## config.mk

```make
export PLATFORM = sky130hd
export DESIGN_NAME = dfb_spi_master_flat
export DESIGN_NICKNAME = d
export VERILOG_FILES = /design/src/rtl/dfb_spi_pkg.sv /design/src/rtl/dfb_spi_master_if.sv /design/src/rtl/spi_halfbit_timer.sv /design/src/rtl/dfb_spi_master.sv /design/src/flat_wrapper.sv
export SDC_FILE = /design/constraint.sdc
export NUM_CORES = 1
export LEC_CHECK = 0
export ABC_AREA = 1
export BUFFER_PORTS_ARGS = -buffer_cell sky130_fd_sc_hd__buf_2
export CAP_MARGIN = 20
export CELL_PAD_IN_SITES_DETAIL_PLACEMENT = 2
export CELL_PAD_IN_SITES_GLOBAL_PLACEMENT = 2
export CORE_MARGIN = 2
export CORE_UTILIZATION = 35
export DETAILED_ROUTE_END_ITERATION = 8
export GPL_TIMING_DRIVEN = 0
export PLACE_DENSITY_LB_ADDON = 0.25
export RECOVER_POWER = 25
export SLEW_MARGIN = 20
export SYNTH_ARGS = -nofsm -noshare
export SYNTH_HDL_FRONTEND = slang
export SYNTH_HIERARCHICAL = 1
export SYNTH_SLANG_ARGS = --single-unit
```

## constraint.sdc

```tcl
create_clock -name CLKOSC -period 2.4 [get_ports CLKOSC]
set_input_delay 0.48 -clock CLKOSC [delete_from_list [all_inputs] [get_ports CLKOSC]]
set_output_delay 0.48 -clock CLKOSC [all_outputs]
set_load 0.005 [all_outputs]
```

## src/rtl/dfb_spi_pkg.sv

```systemverilog
// -----------------------------------------------------------------------------
// dfb_spi_pkg
// Shared definitions for the DFB1 expansion-header SPI master:
//   - register address constants (ID / CTRL / DATA / reserved)
//   - ID register value
//   - sequencer FSM state encoding
//   - helper that packs the CTRL read word
// -----------------------------------------------------------------------------
package dfb_spi_pkg;

    localparam logic [1:0] ADDR_ID   = 2'd0;
    localparam logic [1:0] ADDR_CTRL = 2'd1;
    localparam logic [1:0] ADDR_DATA = 2'd2;
    localparam logic [1:0] ADDR_RSVD = 2'd3;

    localparam logic [7:0] ID_VALUE  = 8'h01;

    typedef enum logic [2:0] {
        ST_IDLE = 3'd0,
        ST_LOAD = 3'd1,
        ST_LO   = 3'd2,
        ST_HI   = 3'd3,
        ST_DONE = 3'd4
    } spi_state_e;

    // CTRL read layout: {busy, 5'b0, slow, cs}
    function automatic logic [7:0] ctrl_word(input logic busy,
                                             input logic slow,
                                             input logic cs);
        return {busy, 5'b00000, slow, cs};
    endfunction

endpackage

```

## src/rtl/dfb_spi_master_if.sv

```systemverilog
// -----------------------------------------------------------------------------
// dfb_spi_master_if
// Bundles the CPU register-strobe bus and the SPI pins of dfb_spi_master.
//   reg_stb/reg_rw/reg_addr/reg_wdata : register access from the F1DFBx decode
//   reg_rdata/reg_ack                 : read data and one-cycle acknowledge
//   busy                              : transfer in progress
//   spi_sclk/spi_mosi/spi_miso/spi_cs_n : expansion-header SPI pins
//   dbg_state                         : current sequencer state, for observation
// Modports:
//   master : the SPI master block itself
//   slave  : everything around it (CPU decode side and the SPI device side)
//
// Handshake: reg_stb is a single-cycle pulse with reg_rw/reg_addr/reg_wdata
// valid in the same cycle; the master always answers with reg_ack high for
// exactly the following cycle, with no back-pressure of any kind. reg_rdata is
// meaningful only while reg_ack is high and reads 8'hFF otherwise.
// -----------------------------------------------------------------------------
interface dfb_spi_master_if;
    import dfb_spi_pkg::*;

    logic        reg_stb;
    logic        reg_rw;
    logic [1:0]  reg_addr;
    logic [7:0]  reg_wdata;
    logic [7:0]  reg_rdata;
    logic        reg_ack;
    logic        busy;
    logic        spi_sclk;
    logic        spi_mosi;
    logic        spi_miso;
    logic        spi_cs_n;
    spi_state_e  dbg_state;

    modport master (
        input  reg_stb, reg_rw, reg_addr, reg_wdata, spi_miso,
        output reg_rdata, reg_ack, busy, spi_sclk, spi_mosi, spi_cs_n, dbg_state
    );

    modport slave (
        output reg_stb, reg_rw, reg_addr, reg_wdata, spi_miso,
        input  reg_rdata, reg_ack, busy, spi_sclk, spi_mosi, spi_cs_n, dbg_state
    );

endinterface

```

## src/rtl/spi_halfbit_timer.sv

```systemverilog
// -----------------------------------------------------------------------------
// spi_halfbit_timer
// Loadable down-counter that times one SCLK half-period.
// Ports:
//   CLKOSC : clock, rising edge
//   RST    : asynchronous active-high reset
//   load   : while high, latch 'period' and preset the count to period-1
//   period : half-period length in CLKOSC cycles (>= 1)
//   tick   : high in the last cycle of each half-period; the counter reloads
//            to period-1 on the same edge
// The owner holds 'load' high whenever no bit is being clocked, so the counter
// only runs between SCLK edges and never free-runs.
// -----------------------------------------------------------------------------
module spi_halfbit_timer #(
    parameter int CNT_W = 8
) (
    input  logic             CLKOSC,
    input  logic             RST,
    input  logic             load,
    input  logic [CNT_W-1:0] period,
    output logic             tick
);

    logic [CNT_W-1:0] period_q, period_d;
    logic [CNT_W-1:0] count_q,  count_d;

    assign tick = !load && (count_q == '0);

    always_comb begin
        period_d = period_q;
        count_d  = count_q;
        if (load) begin
            period_d = period;
            count_d  = period - CNT_W'(1);
        end else if (count_q == '0) begin
            count_d  = period_q - CNT_W'(1);
        end else begin
            count_d  = count_q - CNT_W'(1);
        end
    end

    always_ff @(posedge CLKOSC or posedge RST) begin
        if (RST) begin
            period_q <= CNT_W'(1);
            count_q  <= '0;
        end else begin
            period_q <= period_d;
            count_q  <= count_d;
        end
    end

endmodule

```

## src/rtl/dfb_spi_master.sv

```systemverilog
// -----------------------------------------------------------------------------
// dfb_spi_master
// Register-mapped SPI master for the DFB1 expansion header. Runs 8-bit
// mode-0 transfers (SCLK idles low, MISO sampled on rising SCLK, MOSI changes
// on falling SCLK), MSB first, at a fast or slow half-period.
// Ports:
//   CLKOSC : system oscillator clock, all state on the rising edge
//   RST    : asynchronous active-high reset
//   bus    : dfb_spi_master_if.master (register bus, SPI pins, debug state)
// Registers:
//   0 ID   (R)  : 8'h01
//   1 CTRL (RW) : {busy,5'b0,slow,cs}; writes always accepted
//   2 DATA (RW) : read = last received byte; write when idle starts a transfer,
//                 write when busy is acknowledged but dropped
//   3 reserved  : reads 8'hFF, writes ignored
// -----------------------------------------------------------------------------
module dfb_spi_master
    import dfb_spi_pkg::*;
#(
    parameter int DIV_FAST = 1,
    parameter int DIV_SLOW = 50,
    parameter int CNT_W    = 8
) (
    input  logic               CLKOSC,
    input  logic               RST,
    dfb_spi_master_if.master   bus
);

    localparam logic [CNT_W-1:0] H_FAST = CNT_W'(DIV_FAST);
    localparam logic [CNT_W-1:0] H_SLOW = CNT_W'(DIV_SLOW);

    spi_state_e  state_q, state_d;
    logic [7:0]  tx_q, tx_d;
    logic [7:0]  rx_q, rx_d;
    logic [2:0]  bit_cnt_q, bit_cnt_d;
    logic        slow_q, slow_d;
    logic        cs_q, cs_d;
    logic        ack_q, ack_d;
    logic [7:0]  rdata_q, rdata_d;

    logic             timer_load;
    logic [CNT_W-1:0] timer_period;
    logic             half_tick;

    logic        busy_w;
    logic        wr_stb;
    logic        rd_stb;
    logic        data_go;

    assign busy_w = (state_q != ST_IDLE);
    assign wr_stb = bus.reg_stb && !bus.reg_rw;
    assign rd_stb = bus.reg_stb &&  bus.reg_rw;
    // A DATA write is judged against busy in the strobe cycle, so one landing
    // in DONE is dropped even though the FSM is about to return to IDLE.
    assign data_go = wr_stb && (bus.reg_addr == ADDR_DATA) && (state_q == ST_IDLE);

    spi_halfbit_timer #(
        .CNT_W (CNT_W)
    ) u_timer (
        .CLKOSC (CLKOSC),
        .RST    (RST),
        .load   (timer_load),
        .period (timer_period),
        .tick   (half_tick)
    );

    // Register decode and CTRL updates
    always_comb begin
        ack_d   = bus.reg_stb;
        rdata_d = 8'hFF;
        slow_d  = slow_q;
        cs_d    = cs_q;

        if (rd_stb) begin
            case (bus.reg_addr)
                ADDR_ID:   rdata_d = ID_VALUE;
                ADDR_CTRL: rdata_d = ctrl_word(busy_w, slow_q, cs_q);
                ADDR_DATA: rdata_d = rx_q;
                ADDR_RSVD: rdata_d = 8'hFF;
            endcase
        end

        if (wr_stb && (bus.reg_addr == ADDR_CTRL)) begin
            slow_d = bus.reg_wdata[1];
            cs_d   = bus.reg_wdata[0];
        end
    end

    // Sequencer next-state and datapath
    always_comb begin
        state_d      = state_q;
        tx_d         = tx_q;
        rx_d         = rx_q;
        bit_cnt_d    = bit_cnt_q;
        // Timer is held preset outside LO/HI; the value present during LOAD
        // is the one that governs the whole byte.
        timer_load   = 1'b1;
        timer_period = slow_q ? H_SLOW : H_FAST;

        case (state_q)
            ST_IDLE: begin
                if (data_go) begin
                    tx_d      = bus.reg_wdata;
                    bit_cnt_d = 3'd7;
                    state_d   = ST_LOAD;
                end
            end
            ST_LOAD: begin
                state_d = ST_LO;
            end
            ST_LO: begin
                timer_load = 1'b0;
                if (half_tick) begin
                    rx_d    = {rx_q[6:0], bus.spi_miso};
                    state_d = ST_HI;
                end
            end
            ST_HI: begin
                timer_load = 1'b0;
                if (half_tick) begin
                    if (bit_cnt_q == 3'd0) begin
                        state_d = ST_DONE;
                    end else begin
                        bit_cnt_d = bit_cnt_q - 3'd1;
                        state_d   = ST_LO;
                    end
                end
            end
            ST_DONE: begin
                state_d = ST_IDLE;
            end
            default: begin
                state_d = ST_IDLE;
            end
        endcase
    end

    always_ff @(posedge CLKOSC or posedge RST) begin
        if (RST) begin
            state_q   <= ST_IDLE;
            tx_q      <= 8'hFF;
            rx_q      <= 8'hFF;
            bit_cnt_q <= 3'd7;
            slow_q    <= 1'b1;
            cs_q      <= 1'b1;
            ack_q     <= 1'b0;
            rdata_q   <= 8'hFF;
        end else begin
            state_q   <= state_d;
            tx_q      <= tx_d;
            rx_q      <= rx_d;
            bit_cnt_q <= bit_cnt_d;
            slow_q    <= slow_d;
            cs_q      <= cs_d;
            ack_q     <= ack_d;
            rdata_q   <= rdata_d;
        end
    end

    assign bus.reg_ack   = ack_q;
    assign bus.reg_rdata = rdata_q;
    assign bus.busy      = busy_w;
    assign bus.spi_sclk  = (state_q == ST_HI);
    // MOSI presents the current bit from LOAD onwards; bit_cnt only moves on
    // the HI->LO transition, i.e. on the falling SCLK edge.
    assign bus.spi_mosi  = ((state_q == ST_LOAD) || (state_q == ST_LO) || (state_q == ST_HI))
                           ? tx_q[bit_cnt_q] : 1'b1;
    // Chip select is purely software-driven; the sequencer never touches it.
    assign bus.spi_cs_n  = cs_q;
    assign bus.dbg_state = state_q;

endmodule

```

## src/flat_wrapper.sv

```systemverilog
// flat-port wrapper written by rule: the top's interface ports become plain ports
module dfb_spi_master_flat import dfb_spi_pkg::*;
#(
    parameter int DIV_FAST = 1,
    parameter int DIV_SLOW = 50,
    parameter int CNT_W    = 8
)
  (CLKOSC, RST, bus_reg_stb, bus_reg_rw, bus_reg_addr, bus_reg_wdata, bus_spi_miso, bus_reg_rdata, bus_reg_ack, bus_busy, bus_spi_sclk, bus_spi_mosi, bus_spi_cs_n, bus_dbg_state);
  dfb_spi_master_if bus_i ();
  input  logic CLKOSC;
  input  logic RST;
  input wire logic [$bits(bus_i.reg_stb)-1:0] bus_reg_stb;
  input wire logic [$bits(bus_i.reg_rw)-1:0] bus_reg_rw;
  input wire logic [$bits(bus_i.reg_addr)-1:0] bus_reg_addr;
  input wire logic [$bits(bus_i.reg_wdata)-1:0] bus_reg_wdata;
  input wire logic [$bits(bus_i.spi_miso)-1:0] bus_spi_miso;
  output wire logic [$bits(bus_i.reg_rdata)-1:0] bus_reg_rdata;
  output wire logic [$bits(bus_i.reg_ack)-1:0] bus_reg_ack;
  output wire logic [$bits(bus_i.busy)-1:0] bus_busy;
  output wire logic [$bits(bus_i.spi_sclk)-1:0] bus_spi_sclk;
  output wire logic [$bits(bus_i.spi_mosi)-1:0] bus_spi_mosi;
  output wire logic [$bits(bus_i.spi_cs_n)-1:0] bus_spi_cs_n;
  output wire logic [$bits(bus_i.dbg_state)-1:0] bus_dbg_state;
  assign bus_i.reg_stb = bus_reg_stb;
  assign bus_i.reg_rw = bus_reg_rw;
  assign bus_i.reg_addr = bus_reg_addr;
  assign bus_i.reg_wdata = bus_reg_wdata;
  assign bus_i.spi_miso = bus_spi_miso;
  assign bus_reg_rdata = bus_i.reg_rdata;
  assign bus_reg_ack = bus_i.reg_ack;
  assign bus_busy = bus_i.busy;
  assign bus_spi_sclk = bus_i.spi_sclk;
  assign bus_spi_mosi = bus_i.spi_mosi;
  assign bus_spi_cs_n = bus_i.spi_cs_n;
  assign bus_dbg_state = bus_i.dbg_state;
  dfb_spi_master #(.DIV_FAST(DIV_FAST), .DIV_SLOW(DIV_SLOW), .CNT_W(CNT_W)) u_core (.CLKOSC(CLKOSC), .RST(RST), .bus(bus_i));
endmodule
```

==> metrics list <==
- Fraction of power consumed by sequential logic: 0.589
- Critical Path Max Stage Delay: 0.45 ns
- The root buffer cell chosen for the clock tree is sky130_fd_sc_hd__clkbuf_8.
* Sum of internal, switching and leakage power: 1.46 mW
* Die span in x: 89.8 um
* Summed instance area of the synthesized netlist: 2580 um2
* Die height: 89.8 um
* IO buf count: 30
- Critical path startpoint category: flop
- The floorplan has 31 rows.
* Max-cap violation count: 0
* Final Hold Vio Count: 0
* Share of post-route cells with drive strength above 1: 0.348
- 31 I/O pins were placed.
* Share of total power in combinational logic: 0.054
- Worst setup endpoint: u_core/u_timer/count_q[4]$_DFF_PP0_
- Post-DP HPWL: 5010 um
* Initial DRC count: 68
- Starting Density: 0.359
- Worst hold-check path type: input pin to asynchronous set/reset pin
* Capture instance of the worst register-to-register path: u_core/u_timer/count_q[4]$_DFF_PP0_
- Most frequent CP cell: sky130_fd_sc_hd__nand2_1
- Mean instance size in the synthesized netlist: 8.74 um2
* Switching share of power: 0.254
* Pwr Density: 494 nW/um2
- Critical-path cell list: nor2_4 > nand2_1 > nand2_1 > inv_1 > buf_6 > nand2_1 > nand2_1 > a31oi_2 > ha_1 > nand2_1 > xor2_1
* Final number of setup-violating endpoints: 0
* Slew Limit Headroom: 0.153
- The H-tree generated during clock tree synthesis spans 2 levels.
* Period utilisation layout: 0.914
- Final Net Count: 353
- Synth cell types: 35
- Worst R2R Setup Slack: 0.21 ns
- Number of synthesis warnings: 6
- The count of nets left with antenna violations once routing finished came out at 0.
- For this run, design rule violations remaining after detail routing come to 0.
- STA puts the critical path data required time at 2.60 ns.
- The number of global-route vias before repair is 2353.
- Cell Area, Placed: 2860 um2
- The total overflow left after global routing is 0.
- Clock latency reported for the late side of the worst-skew pair: 0.31 ns
- Aggregate global-route resource usage: 0.173
- Count of cells along the worst register-to-register path: 11
* Pin slew with the least headroom to its limit: 1.27 ns
* Number of clock sinks: 49
- Fill cell count: 838
- The routed layout has 2075 vias.
* Die footprint: 8070 um2
- Min Tclk post-route: 2.19 ns
- Number of antenna violations at the first check in global routing: 0
* Slowest stage cell on the critical path: sky130_fd_sc_hd__dfrtp_1
- Count of buffers added by post-CTS timing repair for setup: 0
- The most critical setup path has its startpoint at u_core/bus.dbg_state[0]$_DFFE_PP0P_.
- Max Slew Vio Count: 0
- Clock buffer count from CTS: 5
* Final Routed Wirelength: 6480 um
- Of the total power, the clock network draws 0.357.
- The clock passes through at most 2 buffers.
- Internal Power: 1.09 mW
- STA classifies the critical path endpoint as a flop.
- Fraction of the core area covered by cells at the end of the flow: 0.412
* Outcome: finished clean
- Summing all non-filler instances in the final layout gives an area of 2960 um2.
* Area leader, netlist: sky130_fd_sc_hd__dfstp_2
- At the end of routability-driven placement, the weighted congestion stood at 0.718.
- Signal arrival time at the worst endpoint: 2.39 ns
- Via/cell ratio: 4.77
- Maximum VDD drop: 0.259 mV
- Cells after synthesis: 295
* Worst reg2reg startpoint: u_core/bus.dbg_state[0]$_DFFE_PP0P_
- By area the synthesized netlist is led by sky130_fd_sc_hd__dfstp_2 (31%), sky130_fd_sc_hd__dfrtp_1 (18%), sky130_fd_sc_hd__nand2_1 (11%).
- After detailed routing, the average wire length per cell comes to 14.9 um.
* Wire length of the first global-routing pass: 11300 um
- Compared with the post-synthesis result, the final layout area differs by 14.8%.
- TritonCTS built the clock tree.
- Setup repair after global routing left no endpoint under its margin.
* Share of synthesized area occupied by flip-flops and latches: 0.490
- Floorplan Core Area: 7180 um2
- The first detailed-routing pass ran for 4 iterations.
- Hold is met by 0.285 ns.
- Counting flops and latches in the post-synthesis netlist gives 49.
- Switching power: 0.372 mW
- 0 antenna diodes ended up in the layout.
- Maximum number of pins on one net before global-route repair: 34
- After clock tree synthesis, the clock-pin slew on the worst setup and hold paths is 0.10 ns.
* Layout Skew: 0.00949 ns
- After routing, the total negative slack on setup checks comes to 0 ns.
* Worst Setup Path Type: flop to flop
* Highest Clock Rate: 456 MHz
- Critical-path maximum fanout: 10
- Of the post-synthesis cell area, the dominant cell type holds 0.306.
- For this design the static power due to leakage is 1.36 nW.
-- synth_stat cells --
library cell / number
sky130_fd_sc_hd__nand2_1: 77
sky130_fd_sc_hd__inv_1: 43
sky130_fd_sc_hd__dfstp_2: 30
sky130_fd_sc_hd__dfrtp_1: 19
sky130_fd_sc_hd__nand3_1: 16
sky130_fd_sc_hd__nor2_1: 15
sky130_fd_sc_hd__nand2_2: 12
sky130_fd_sc_hd__o21ai_0: 11
sky130_fd_sc_hd__o211ai_1: 8
sky130_fd_sc_hd__o21ai_2: 8
sky130_fd_sc_hd__o21ai_1: 6
sky130_fd_sc_hd__nand4_1: 5
sky130_fd_sc_hd__nor2_4: 5
sky130_fd_sc_hd__nand3_2: 4
sky130_fd_sc_hd__a21oi_2: 3
sky130_fd_sc_hd__buf_2: 3
sky130_fd_sc_hd__buf_6: 3
sky130_fd_sc_hd__ha_1: 3
sky130_fd_sc_hd__inv_2: 3
sky130_fd_sc_hd__a21oi_1: 2
sky130_fd_sc_hd__nand2_4: 2
sky130_fd_sc_hd__nor2_2: 2
sky130_fd_sc_hd__nor3_1: 2
sky130_fd_sc_hd__xor2_1: 2
sky130_fd_sc_hd__a21oi_4: 1
sky130_fd_sc_hd__a31oi_1: 1
sky130_fd_sc_hd__a31oi_2: 1
sky130_fd_sc_hd__conb_1: 1
sky130_fd_sc_hd__inv_4: 1
sky130_fd_sc_hd__nand3_4: 1
sky130_fd_sc_hd__nand3b_1: 1
sky130_fd_sc_hd__nor2_8: 1
sky130_fd_sc_hd__o21bai_1: 1
sky130_fd_sc_hd__o22ai_1: 1
sky130_fd_sc_hd__xnor2_1: 1
-- final cells by class --
type                       count  area (um2)  area share
clock inverter                 3        25.0     0.00846
timing repair buffer          30         148      0.0499
buffer                         6        48.8      0.0165
sequential                    49        1260       0.427
multi-input combinational    196        1100       0.373
inverter                      47         179      0.0605
tap                           99         124      0.0419
clock buffer                   5        68.8      0.0233
-- repair_timing --
action	CTS	global route
endpoints found under the setup margin	0	8
hold buffers	0	0
resized for setup	0	1
-- worst min-delay path by stage --
stage / start / end / slack, ns / cells after the start
2_1_floorplan: RST / u_core/u_timer/count_q[0]$_DFF_PP0_ / 0.39 / 1
3_3_place_gp: u_core/u_timer/period_q[0]$_DFFE_PP1P_ / u_core/u_timer/period_q[0]$_DFFE_PP1P_ / 0.46 / 2
3_5_place_dp: u_core/rx_q[6]$_DFFE_PP1P_ / u_core/rx_q[6]$_DFFE_PP1P_ / 0.47 / 2
4_1_cts: bus_reg_stb / u_core/bus.reg_ack$_DFF_PP0_ / 0.29 / 1
5_1_grt: bus_reg_stb / u_core/bus.reg_ack$_DFF_PP0_ / 0.31 / 1
6_report: RST / u_core/u_timer/count_q[0]$_DFF_PP0_ / 0.28 / 2
-- placed cells by master (no fill, tap or decap), drive strengths merged --
cell type  instances
a21oi              6
o21ai             25
inv               49
nand4              5
o22ai              1
nand3             21
a31oi              2
dfstp             30
ha                 3
xor2               2
buf               34
o21bai             1
nand3b             1
clkbuf             7
clkinvlp           1
xnor2              1
conb               4
nand2             91
o211ai             8
nor2              23
nor3               2
dfrtp             19
-- flip-flops by register name, summed over array words and instances, names as in the netlist --
register / count
u_core/bit_cnt_q: 3
u_core/bus.dbg_state: 3
u_core/bus.reg_ack: 1
u_core/bus.reg_rdata: 8
u_core/bus.spi_cs_n: 1
u_core/rx_q: 8
u_core/slow_q: 1
u_core/tx_q: 8
u_core/u_timer/count_q: 8
u_core/u_timer/period_q: 8
-- critical path: cells and delay by family, from the launching register on --
kind	cells	cell delay, ns
flops	1	0.45
simple gates	6	0.66
compound gates	1	0.29
buf+inv	2	0.23
fa+ha+maj	1	0.30
xor+xnor	1	0.14
-- per-layer routing --
| layer | track usage | wire length, um |
|---|---|---|
| met5 | 0 | 0 |
| met4 | 0.0385 | 42 |
| met3 | 0.0277 | 171 |
| met2 | 0.326 | 3390 |
| met1 | 0.208 | 2880 |
-- per-stage QoR --
step | setup slack [ns] | cells
after floorplan | 0.453 | 298
after global placement | 0.166 | 427
after detailed placement | 0.159 | 427
after CTS | 0.114 | 435
after global routing | 0.00431 | 435
final | 0.208 | 435
-- power by group through the flow --
stage	sequential, mW	combinational [mW]	clock (mW)
finish	0.862	0.0789	0.522
global route	0.866	0.0914	0.576
CTS	0.863	0.0824	0.550
detailed placement	0.877	0.0822	0
global placement	0.876	0.0784	0
floorplan	0.875	0.0404	0
-- logic make-up (layout without fill, tap and decap cells) --
logic type / Yosys count / count (layout) / share of synthesized area
flip-flops: 49 / 49 / 0.490
adder cells (fa/ha/maj): 3 / 3 / 0.0146
XOR/XNOR: 3 / 3 / 0.0102
other: 1 / 4 / 0.00145
AND/OR/NAND/NOR: 143 / 143 / 0.279
buffers and inverters: 53 / 91 / 0.0883
AO/OA/AOI/OAI: 43 / 43 / 0.117
(Power assumes the default switching activity.)
